===== src/rtl/signmag_alu_seq.sv =====
`default_nettype none
// +--------------------------------------------------------------------------+
// | signmag_alu_seq : sequential sign-magnitude add/sub/shift-add multiply   |
// | Revision 1.0                                                             |
// +--------------------------------------------------------------------------+
module signmag_alu_seq #(
   parameter int WIDTH = 8
) (
   input  logic                 clk,
   input  logic                 rst,
   input  logic                 start,
   input  logic [1:0]           op,
   input  logic [WIDTH-1:0]     A_mag,
   input  logic [WIDTH-1:0]     B_mag,
   input  logic                 sign_A,
   input  logic                 sign_B,
   output logic                 busy,
   output logic                 done,
   output logic [2*WIDTH-1:0]   result_mag,
   output logic                 result_sign,
   output logic                 overflow,
   output logic                 error
);

   localparam int c_CNT_W = $clog2(WIDTH + 1);

   typedef enum logic [1:0] {
      S_IDLE   = 2'd0,
      S_ADDSUB = 2'd1,
      S_MUL    = 2'd2,
      S_DONE   = 2'd3
   } state_t;

   state_t               state_q, state_d;
   logic [WIDTH-1:0]     a_q, a_d, b_q, b_d;
   logic                 sa_q, sa_d, sb_q, sb_d;
   logic [1:0]           op_q, op_d;
   logic [2*WIDTH-1:0]   prod_q, prod_d;
   logic [c_CNT_W-1:0]   cnt_q, cnt_d;
   logic [2*WIDTH-1:0]   res_mag_q, res_mag_d;
   logic                 res_sign_q, res_sign_d;
   logic                 ovf_q, ovf_d;
   logic                 err_q, err_d;

   logic                 w_accept;
   logic                 w_eop_sub;
   logic [WIDTH:0]       w_as_mag;
   logic                 w_as_sign;
   logic [WIDTH:0]       w_mul_sum;
   logic [2*WIDTH-1:0]   w_mul_prod;

   always_comb begin
      w_accept  = start && (state_q == S_IDLE || state_q == S_DONE);
      w_eop_sub = op_q[0] ^ sa_q ^ sb_q;
      if (!w_eop_sub) begin
         w_as_mag  = {1'b0, a_q} + {1'b0, b_q};
         w_as_sign = sa_q;
      end else if (a_q >= b_q) begin
         w_as_mag  = {1'b0, a_q} - {1'b0, b_q};
         w_as_sign = sa_q;
      end else begin
         w_as_mag  = {1'b0, b_q} - {1'b0, a_q};
         w_as_sign = sb_q ^ op_q[0];
      end
      // Upper half accumulates the multiplicand; the carry shifts back in on the right shift.
      w_mul_sum  = {1'b0, prod_q[2*WIDTH-1:WIDTH]} + (prod_q[0] ? {1'b0, a_q} : '0);
      w_mul_prod = {w_mul_sum, prod_q[WIDTH-1:1]};
   end

   always_comb begin
      state_d    = state_q;
      a_d        = a_q;
      b_d        = b_q;
      sa_d       = sa_q;
      sb_d       = sb_q;
      op_d       = op_q;
      prod_d     = prod_q;
      cnt_d      = cnt_q;
      res_mag_d  = res_mag_q;
      res_sign_d = res_sign_q;
      ovf_d      = ovf_q;
      err_d      = err_q;
      case (state_q)
         S_IDLE, S_DONE: begin
            if (w_accept) begin
               a_d     = A_mag;
               b_d     = B_mag;
               sa_d    = sign_A;
               sb_d    = sign_B;
               op_d    = op;
               prod_d  = {{WIDTH{1'b0}}, B_mag};
               cnt_d   = '0;
               state_d = (op == 2'b10) ? S_MUL : S_ADDSUB;
            end else begin
               state_d = S_IDLE;
            end
         end
         S_ADDSUB: begin
            state_d = S_DONE;
            if (op_q == 2'b11) begin
               res_mag_d  = '0;
               res_sign_d = 1'b0;
               ovf_d      = 1'b0;
               err_d      = 1'b1;
            end else begin
               res_mag_d  = {{(WIDTH-1){1'b0}}, w_as_mag};
               res_sign_d = w_as_sign & (|w_as_mag);
               ovf_d      = w_as_mag[WIDTH];
               err_d      = 1'b0;
            end
         end
         S_MUL: begin
            prod_d = w_mul_prod;
            cnt_d  = cnt_q + c_CNT_W'(1);
            if (cnt_q == c_CNT_W'(WIDTH - 1)) begin
               state_d    = S_DONE;
               res_mag_d  = w_mul_prod;
               res_sign_d = (sa_q ^ sb_q) & (|w_mul_prod);
               ovf_d      = |w_mul_prod[2*WIDTH-1:WIDTH];
               err_d      = 1'b0;
            end
         end
         default: state_d = S_IDLE;
      endcase
   end

   always_ff @(posedge clk) begin
      if (rst) begin
         state_q    <= S_IDLE;
         a_q        <= '0;
         b_q        <= '0;
         sa_q       <= 1'b0;
         sb_q       <= 1'b0;
         op_q       <= '0;
         prod_q     <= '0;
         cnt_q      <= '0;
         res_mag_q  <= '0;
         res_sign_q <= 1'b0;
         ovf_q      <= 1'b0;
         err_q      <= 1'b0;
      end else begin
         state_q    <= state_d;
         a_q        <= a_d;
         b_q        <= b_d;
         sa_q       <= sa_d;
         sb_q       <= sb_d;
         op_q       <= op_d;
         prod_q     <= prod_d;
         cnt_q      <= cnt_d;
         res_mag_q  <= res_mag_d;
         res_sign_q <= res_sign_d;
         ovf_q      <= ovf_d;
         err_q      <= err_d;
      end
   end

   assign busy        = (state_q == S_ADDSUB) || (state_q == S_MUL);
   assign done        = (state_q == S_DONE);
   assign result_mag  = res_mag_q;
   assign result_sign = res_sign_q;
   assign overflow    = ovf_q;
   assign error       = err_q;

endmodule
`default_nettype wire


===== config.mk =====
export PLATFORM = sky130hd
export DESIGN_NAME = signmag_alu_seq
export DESIGN_NICKNAME = d
export VERILOG_FILES = /design/src/rtl/signmag_alu_seq.sv
export SDC_FILE = /design/constraint.sdc
export NUM_CORES = 1
export LEC_CHECK = 0
export BUFFER_PORTS_ARGS = -buffer_cell sky130_fd_sc_hd__buf_4
export CORE_MARGIN = 2
export CORE_UTILIZATION = 60
export DETAILED_ROUTE_END_ITERATION = 10
export HOLD_SLACK_MARGIN = 0.03
export PLACE_DENSITY = 0.85
export SLEW_MARGIN = 30
export SYNTH_ARGS = -nofsm -noshare
export SYNTH_HDL_FRONTEND = slang
export SYNTH_SLANG_ARGS = --single-unit

===== constraint.sdc =====
create_clock -name clk -period 5.6 [get_ports clk]
set_input_delay 0.84 -clock clk [delete_from_list [all_inputs] [get_ports clk]]
set_output_delay 0.84 -clock clk [all_outputs]
set_load 0.005 [all_outputs]

==> impl_metrics.env, run 1 <==
export IMPL_status="finished, final reports clean"
export IMPL_grt_pass1_wl_um=16800
export IMPL_hp_class="reg -> reg"
export IMPL_final_area_um2=4460
export IMPL_cts_buffers_inserted=9
export IMPL_drive_above_1_share_pct=13.2
export IMPL_async_flop_share_pct=0
export IMPL_yosysSeqAreaShare_pct=31.2
export IMPL_slew_viol_final=0
export IMPL_start_util_pct=61.9
export IMPL_dr_pass1_iters=5
export IMPL_htreeDepth=3
export IMPL_seqCellArea_um2=1220
export IMPL_fin_crit_sh_pct=57.9
export IMPL_multi_input_area_um2=2450
export IMPL_startpoint_type="flop"
export IMPL_synth_edf_count=0
export IMPL_syn_inst=487
export IMPL_power_static_leakage_nw=1.96
export IMPL_rsz0062_at_grt="false"
export IMPL_dpl_instance_area_um2=4240
export IMPL_vdd_drop_max_v=0.000529
export IMPL_finalNonFillerCells=599
export IMPL_relSlewSlack_pct=38.3
export IMPL_grt_use_met1_pct=38.3
export IMPL_coreArea_um2=6310
export IMPL_antenna_left=0
export IMPL_port_buffers=43
export IMPL_fin_nets=581
export IMPL_timing_rr_start="prod_q[0]"
export IMPL_die_area_um2=7180
export IMPL_min_from="error"
export IMPL_cts_setup_buffers=0
export IMPL_hold_buffers=0
export IMPL_clock_sinks=61
export IMPL_max_freq_mhz=309
export IMPL_syn_to_final_growth_pct=14.2
export IMPL_criticalPathCategory="reg -> reg"
export IMPL_busiest_layer="met2"
export IMPL_grt_start_max_net_pins=53
export IMPL_synth_area_um2=3910
export IMPL_synth_distinct_cells=57
export IMPL_fin_skew_ns=0.00909
export IMPL_io_pins=44
export IMPL_ys_flop_type="dfxtp_1"
export IMPL_hold_viol=0
export IMPL_arrival_ns=3.48
export IMPL_worstSetupStartpoint="prod_q[0]"
export IMPL_synth_top_cell_area_share_pct=31.2
export IMPL_path_max_fanout=9
export IMPL_placed_cells=584
export IMPL_antenna_found_initial=0
export IMPL_powerDensity_nw_per_um2=525
export IMPL_vias=3643
export IMPL_setup_violations=0
export IMPL_grt_pass1_vias=3469
export IMPL_synth_area_per_cell_um2=8.03
export IMPL_finalPower_mw=2.34
export IMPL_hpwl_um=7580
export IMPL_min_period_ns=3.24
export IMPL_yosysWarnings=0
export IMPL_synth_fp_nets=550
export IMPL_fp_row_count=29
export IMPL_die_y_um=84.7
export IMPL_diodes=0
export IMPL_die_w_um=84.7
export IMPL_track_usage_pct=29.1
export IMPL_cts_root_buf="clkbuf_8"
export IMPL_cts_tree="yes"
export IMPL_maxCapViolations=0
export IMPL_cts_resized=0
export IMPL_clock_latency_ns=0.35
export IMPL_yosys_area_top_type="dfxtp_1"
export IMPL_met3_usage_pct=5.51
export IMPL_yosys_register_bits=61
export IMPL_grt_ovfl_total=0
export IMPL_synthTopCellsByArea="dfxtp_1 (31%), ha_1 (12%), nand2_1 (6.0%), a21oi_1 (5.8%), nor2_1 (4.8%)"
export IMPL_clkTransAtPathRegs_ns=0.07
export IMPL_nFillCells=520
export IMPL_setup_tns_ns=0
export IMPL_use_met2_pct=48.2
export IMPL_drtIter0Drc=260
export IMPL_clockBufferDepth=2
export IMPL_required_ns=5.84
export IMPL_globalplace_congestion=0.935
export IMPL_wirelength_um=10100
export IMPL_worst_slew_pin_slew_ns=0.925
export IMPL_worst_setup_path_end_kind="flop"
export IMPL_drc_errors=0
export IMPL_routed_via_density=6.08
export IMPL_wl_per_cell_um=16.9
-- placed cells by master, fill, tap and decap left out, drive strengths merged, types with 8 or more instances in the layout --
cell and instances:
buf 45, a211oi 10, nor3 8, inv 35
o21ai 17, nand3 10, nor2 50, a21oi 45
and2 11, dfxtp 61, ha 36, mux2i 12
nand2 62, a22oi 15, xnor2 11, a221oi 9
clkbuf 12
-- per-layer routing --
metal,routed length (um),vias to the layer above
met2,4760,137
li1,-,1782
met3,563,20
met4,216,0
met5,0,-
met1,4580,1704
-- synth_stat cells, types with 2 or more instances --
| master | instances |
|---|---|
| clkbuf_1 | 19 |
| a31oi_1 | 4 |
| o21a_1 | 3 |
| a31oi_2 | 2 |
| o21ai_0 | 15 |
| o21ai_1 | 2 |
| o31ai_1 | 2 |
| a311oi_1 | 3 |
| nor4_1 | 4 |
| mux2i_1 | 12 |
| nand4_1 | 3 |
| a21oi_1 | 45 |
| and3_1 | 3 |
| xnor2_1 | 9 |
| a21o_1 | 5 |
| nand3_1 | 10 |
| a22oi_1 | 15 |
| and2_1 | 11 |
| nor2_1 | 50 |
| inv_1 | 33 |
| nand2b_1 | 2 |
| dfxtp_1 | 61 |
| nand2_1 | 62 |
| xnor2_2 | 2 |
| buf_2 | 5 |
| o2111ai_1 | 2 |
| a211oi_1 | 10 |
| fa_1 | 4 |
| nor3_1 | 7 |
| o31a_1 | 2 |
| xor2_1 | 3 |
| a211o_1 | 2 |
| a221oi_1 | 9 |
| ha_1 | 36 |
| o311ai_0 | 2 |
| o211ai_1 | 4 |
| nor2b_1 | 3 |
| inv_2 | 2 |
-- power breakdown --
group | total [mW] | switching (mW) | internal, mW | leakage (nW)
logic | 1.25 | 0.776 | 0.472 | 1.34
clock network | 0.452 | 0.179 | 0.274 | 0.113
registers | 0.644 | 0.108 | 0.535 | 0.499
total | 2.34 | 1.06 | 1.28 | 1.96
-- state kept, by name, summed over array words and instances (netlist names) --
name	cells
prod_q	16
overflow	1
result_sign	1
b_q	8
state_q	2
a_q	8
error	1
sa_q	1
cnt_q	4
op_q	2
result_mag	16
sb_q	1
-- worst max-delay path: stages, from the launching register on --
cell,delay [ns]
dfxtp_1,0.40
and2_1,0.18
ha_1,0.21
fa_1,0.40
a21oi_1,0.22
o21bai_1,0.13
xor2_1,0.17
or4_1,0.49
nor4_1,0.31
nand2b_1,0.20
nor2_1,0.17
o41ai_1,0.08
a21o_1,0.19
-- area by class of cell --
cell class	count	area share [%]
clock buffers	12	3.48
well taps	77	2.16
clock inverters	3	1.54
multi-input cells	366	55.0
inverters	35	2.94
repair buffers	45	7.57
flip-flops and latches	61	27.4
-- logic make-up (layout without fill, tap and decap cells) --
logic type	Yosys count	in the layout	share of synthesized area, %
xor gates and xnor gates	15	15	3.94
adders and majority gates	40	40	13.6
buffers and inverters	60	95	6.11
and+or+nand+nor	161	161	18.3
DFF	61	61	31.2
AOI/OAI and AO/OA	138	138	23.8
muxes	12	12	3.07
-- stage by stage --
step           setup WS (ns)  utilization (%)  hold WS, ns
3_5_place_dp            2.46             67.1        0.446
4_1_cts                 2.42             70.7        0.456
2_1_floorplan           2.87                -        0.436
3_3_place_gp            2.55             67.1        0.440
5_1_grt                 2.23             70.7        0.477
6_report                2.36             70.7        0.452
-- worst paths after layout --
path,to,slack [ns],cells past startpoint
worst max-delay path,result_sign,2.36,12
worst max register to register,result_sign,2.36,12
worst min-delay path,error,0.45,2
worst min register to register,error,0.45,2
No activity file was read; power rests on OpenSTA's default activity.
==> run 2: changes to the inputs <==
CORE_UTILIZATION = 53   (was 60)
PLACE_DENSITY = 0.8   (was 0.85)
clock period = 2.8 ns   (was 5.6 ns; I/O delays follow)
==> impl_metrics.env, run 2 (synthesis gave the netlist of run 1 again) <==
export IMPL_path_max_fanout=3
export IMPL_cts_buffers_inserted=9
export IMPL_seqCellArea_um2=1230
export IMPL_placed_cells=633
export IMPL_critPathSlowestCell="a2111o_1"
export IMPL_path_cells="and2_1 -> ha_2 -> fa_2 -> a21oi_2 -> o21bai_1 -> a2111o_1 -> o311a_1 -> nor4_2 -> nand2b_1 -> nor2_1 -> o41ai_1 -> a21o_1"
export IMPL_relSlewSlack_pct=32.8
export IMPL_slowest_delay_ns=0.41
export IMPL_startpoint_type="flop"
export IMPL_hp_class="in -> reg"
export IMPL_holdWs_ns=0.303
export IMPL_diodes=0
export IMPL_track_usage_pct=27.3
export IMPL_wirelength_um=11000
export IMPL_port_buffers=43
export IMPL_clock_latency_ns=0.36
export IMPL_drive_above_1_share_pct=23.2
export IMPL_cp_num_buf_inv=0
export IMPL_die_w_um=89.9
export IMPL_dp_slack_ns=-0.0836
export IMPL_final_util_pct=68.0
export IMPL_clockBufferDepth=2
export IMPL_grt_start_max_net_pins=52
export IMPL_nFillCells=624
export IMPL_arrival_ns=2.99
export IMPL_clock_sinks=61
export IMPL_coreArea_um2=7210
export IMPL_critical_path_top_delay_family="compound AO/OA/AOI/OAI gates"
export IMPL_fin_nets=614
export IMPL_grt_ovfl_total=0
export IMPL_hpwl_um=7950
export IMPL_status="finished, final reports clean"
export IMPL_powerDensity_nw_per_um2=1080
export IMPL_io_pins=44
export IMPL_worst_slew_pin_slew_ns=1.00
export IMPL_antenna_found_initial=0
export IMPL_multi_input_area_um2=2580
export IMPL_rsz0062_at_grt="true"
export IMPL_fin_skew_ns=0.00862
export IMPL_cts_tree="yes"
export IMPL_globalplace_congestion=0.943
export IMPL_required_ns=3.05
export IMPL_final_area_um2=4910
export IMPL_clkTransAtPathRegs_ns=0.07
export IMPL_slew_viol_final=0
export IMPL_grt_pass1_wl_um=18000
export IMPL_routed_via_density=5.90
export IMPL_dr_pass1_iters=5
export IMPL_setup_violations=0
export IMPL_dpl_instance_area_um2=4470
export IMPL_finalNonFillerCells=655
export IMPL_criticalPathCategory="reg -> reg"
export IMPL_layout_commonest_cell="buf_4"
export IMPL_fin_crit_sh_pct=97.9
export IMPL_drtIter0Drc=305
export IMPL_drc_errors=0
export IMPL_min_period_ns=2.74
export IMPL_hold_viol=0
export IMPL_syn_to_final_growth_pct=25.5
export IMPL_setup_ws_ns=0.0583
export IMPL_fp_row_count=31
export IMPL_vias=3866
export IMPL_maxCapViolations=0
export IMPL_antenna_left=0
export IMPL_final_cell_mix="buf_4 (78), nand2_1 (62), dfxtp_1 (59)"
export IMPL_max_freq_mhz=365
export IMPL_wl_per_cell_um=16.8
export IMPL_power_static_leakage_nw=2.15
export IMPL_vdd_drop_max_v=0.000453
export IMPL_die_area_um2=8080
export IMPL_die_y_um=89.9
export IMPL_worst_setup_path_end_kind="flop"
export IMPL_start_util_pct=54.2
export IMPL_htreeDepth=3
export IMPL_cts_root_buf="clkbuf_8"
export IMPL_grt_pass1_vias=3742
run 2: changes by cell type in the layout (fill, tap and decap cells not counted), moves of 3 or more:
cell     previous run  this run
ha_1               36        32
buf_4              45        78
a21oi_2             0         3
a21oi_1            45        42
run 2: where the power goes:
part           internal [mW]  leakage (nW)  switching [mW]  total, mW
combinational           1.25          1.52            1.77       3.03
clock                  0.641         0.126           0.363       1.00
sequential              1.07         0.500           0.202       1.27
run 2: worst paths after layout:
kind	start	end	slack (ns)	cells after the start
hold / removal	A_mag[7]	a_q[7]	0.30	3
hold reg to reg	error	error	0.46	2
setup / recovery	prod_q[0]	result_sign	0.06	12
setup reg to reg	prod_q[0]	result_sign	0.06	12
run 2: timing repair:
item                                    in CTS  in global routing
pin swaps                                    2                 13
buffers inserted                             2                  4
gates resized for setup                      4                 27
endpoints found under the setup margin       3                  7
hold buffers                                 0                  0
run 2: routing by layer:
| metal | vias to the layer above | routed length (um) | track usage (%) |
|---|---|---|---|
| li1 | 1846 | - | - |
| met1 | 1845 | 4720 | 34.4 |
| met2 | 144 | 5370 | 45.7 |
| met3 | 31 | 644 | 7.63 |
| met4 | 0 | 266 | 8.21 |
| met5 | - | 0 | 0 |
run 2: cell type report:
cell class	count	share of cell area, %
Multi-Input combinational cell	366	52.6
Sequential cell	61	25.0
Timing Repair Buffer	78	11.9
Clock buffer	11	3.09
Inverter	35	2.68
Tap cell	99	2.52
Clock inverter	5	2.17
run 2: metrics by stage:
stage / TNS, ns / power [mW]
after floorplan: 0 / 3.06
after global placement: 0 / 3.88
after detailed placement: -0.0906 / 3.95
after CTS: 0 / 5.03
after global routing: -0.193 / 5.64
final: 0 / 5.31
run 2: worst min-delay path, delay by kind of cell:
kind | cells | cell delay (ns)
compound gates | 1 | 0.05
buf+inv | 1 | 0.11
simple gates | 1 | 0.04
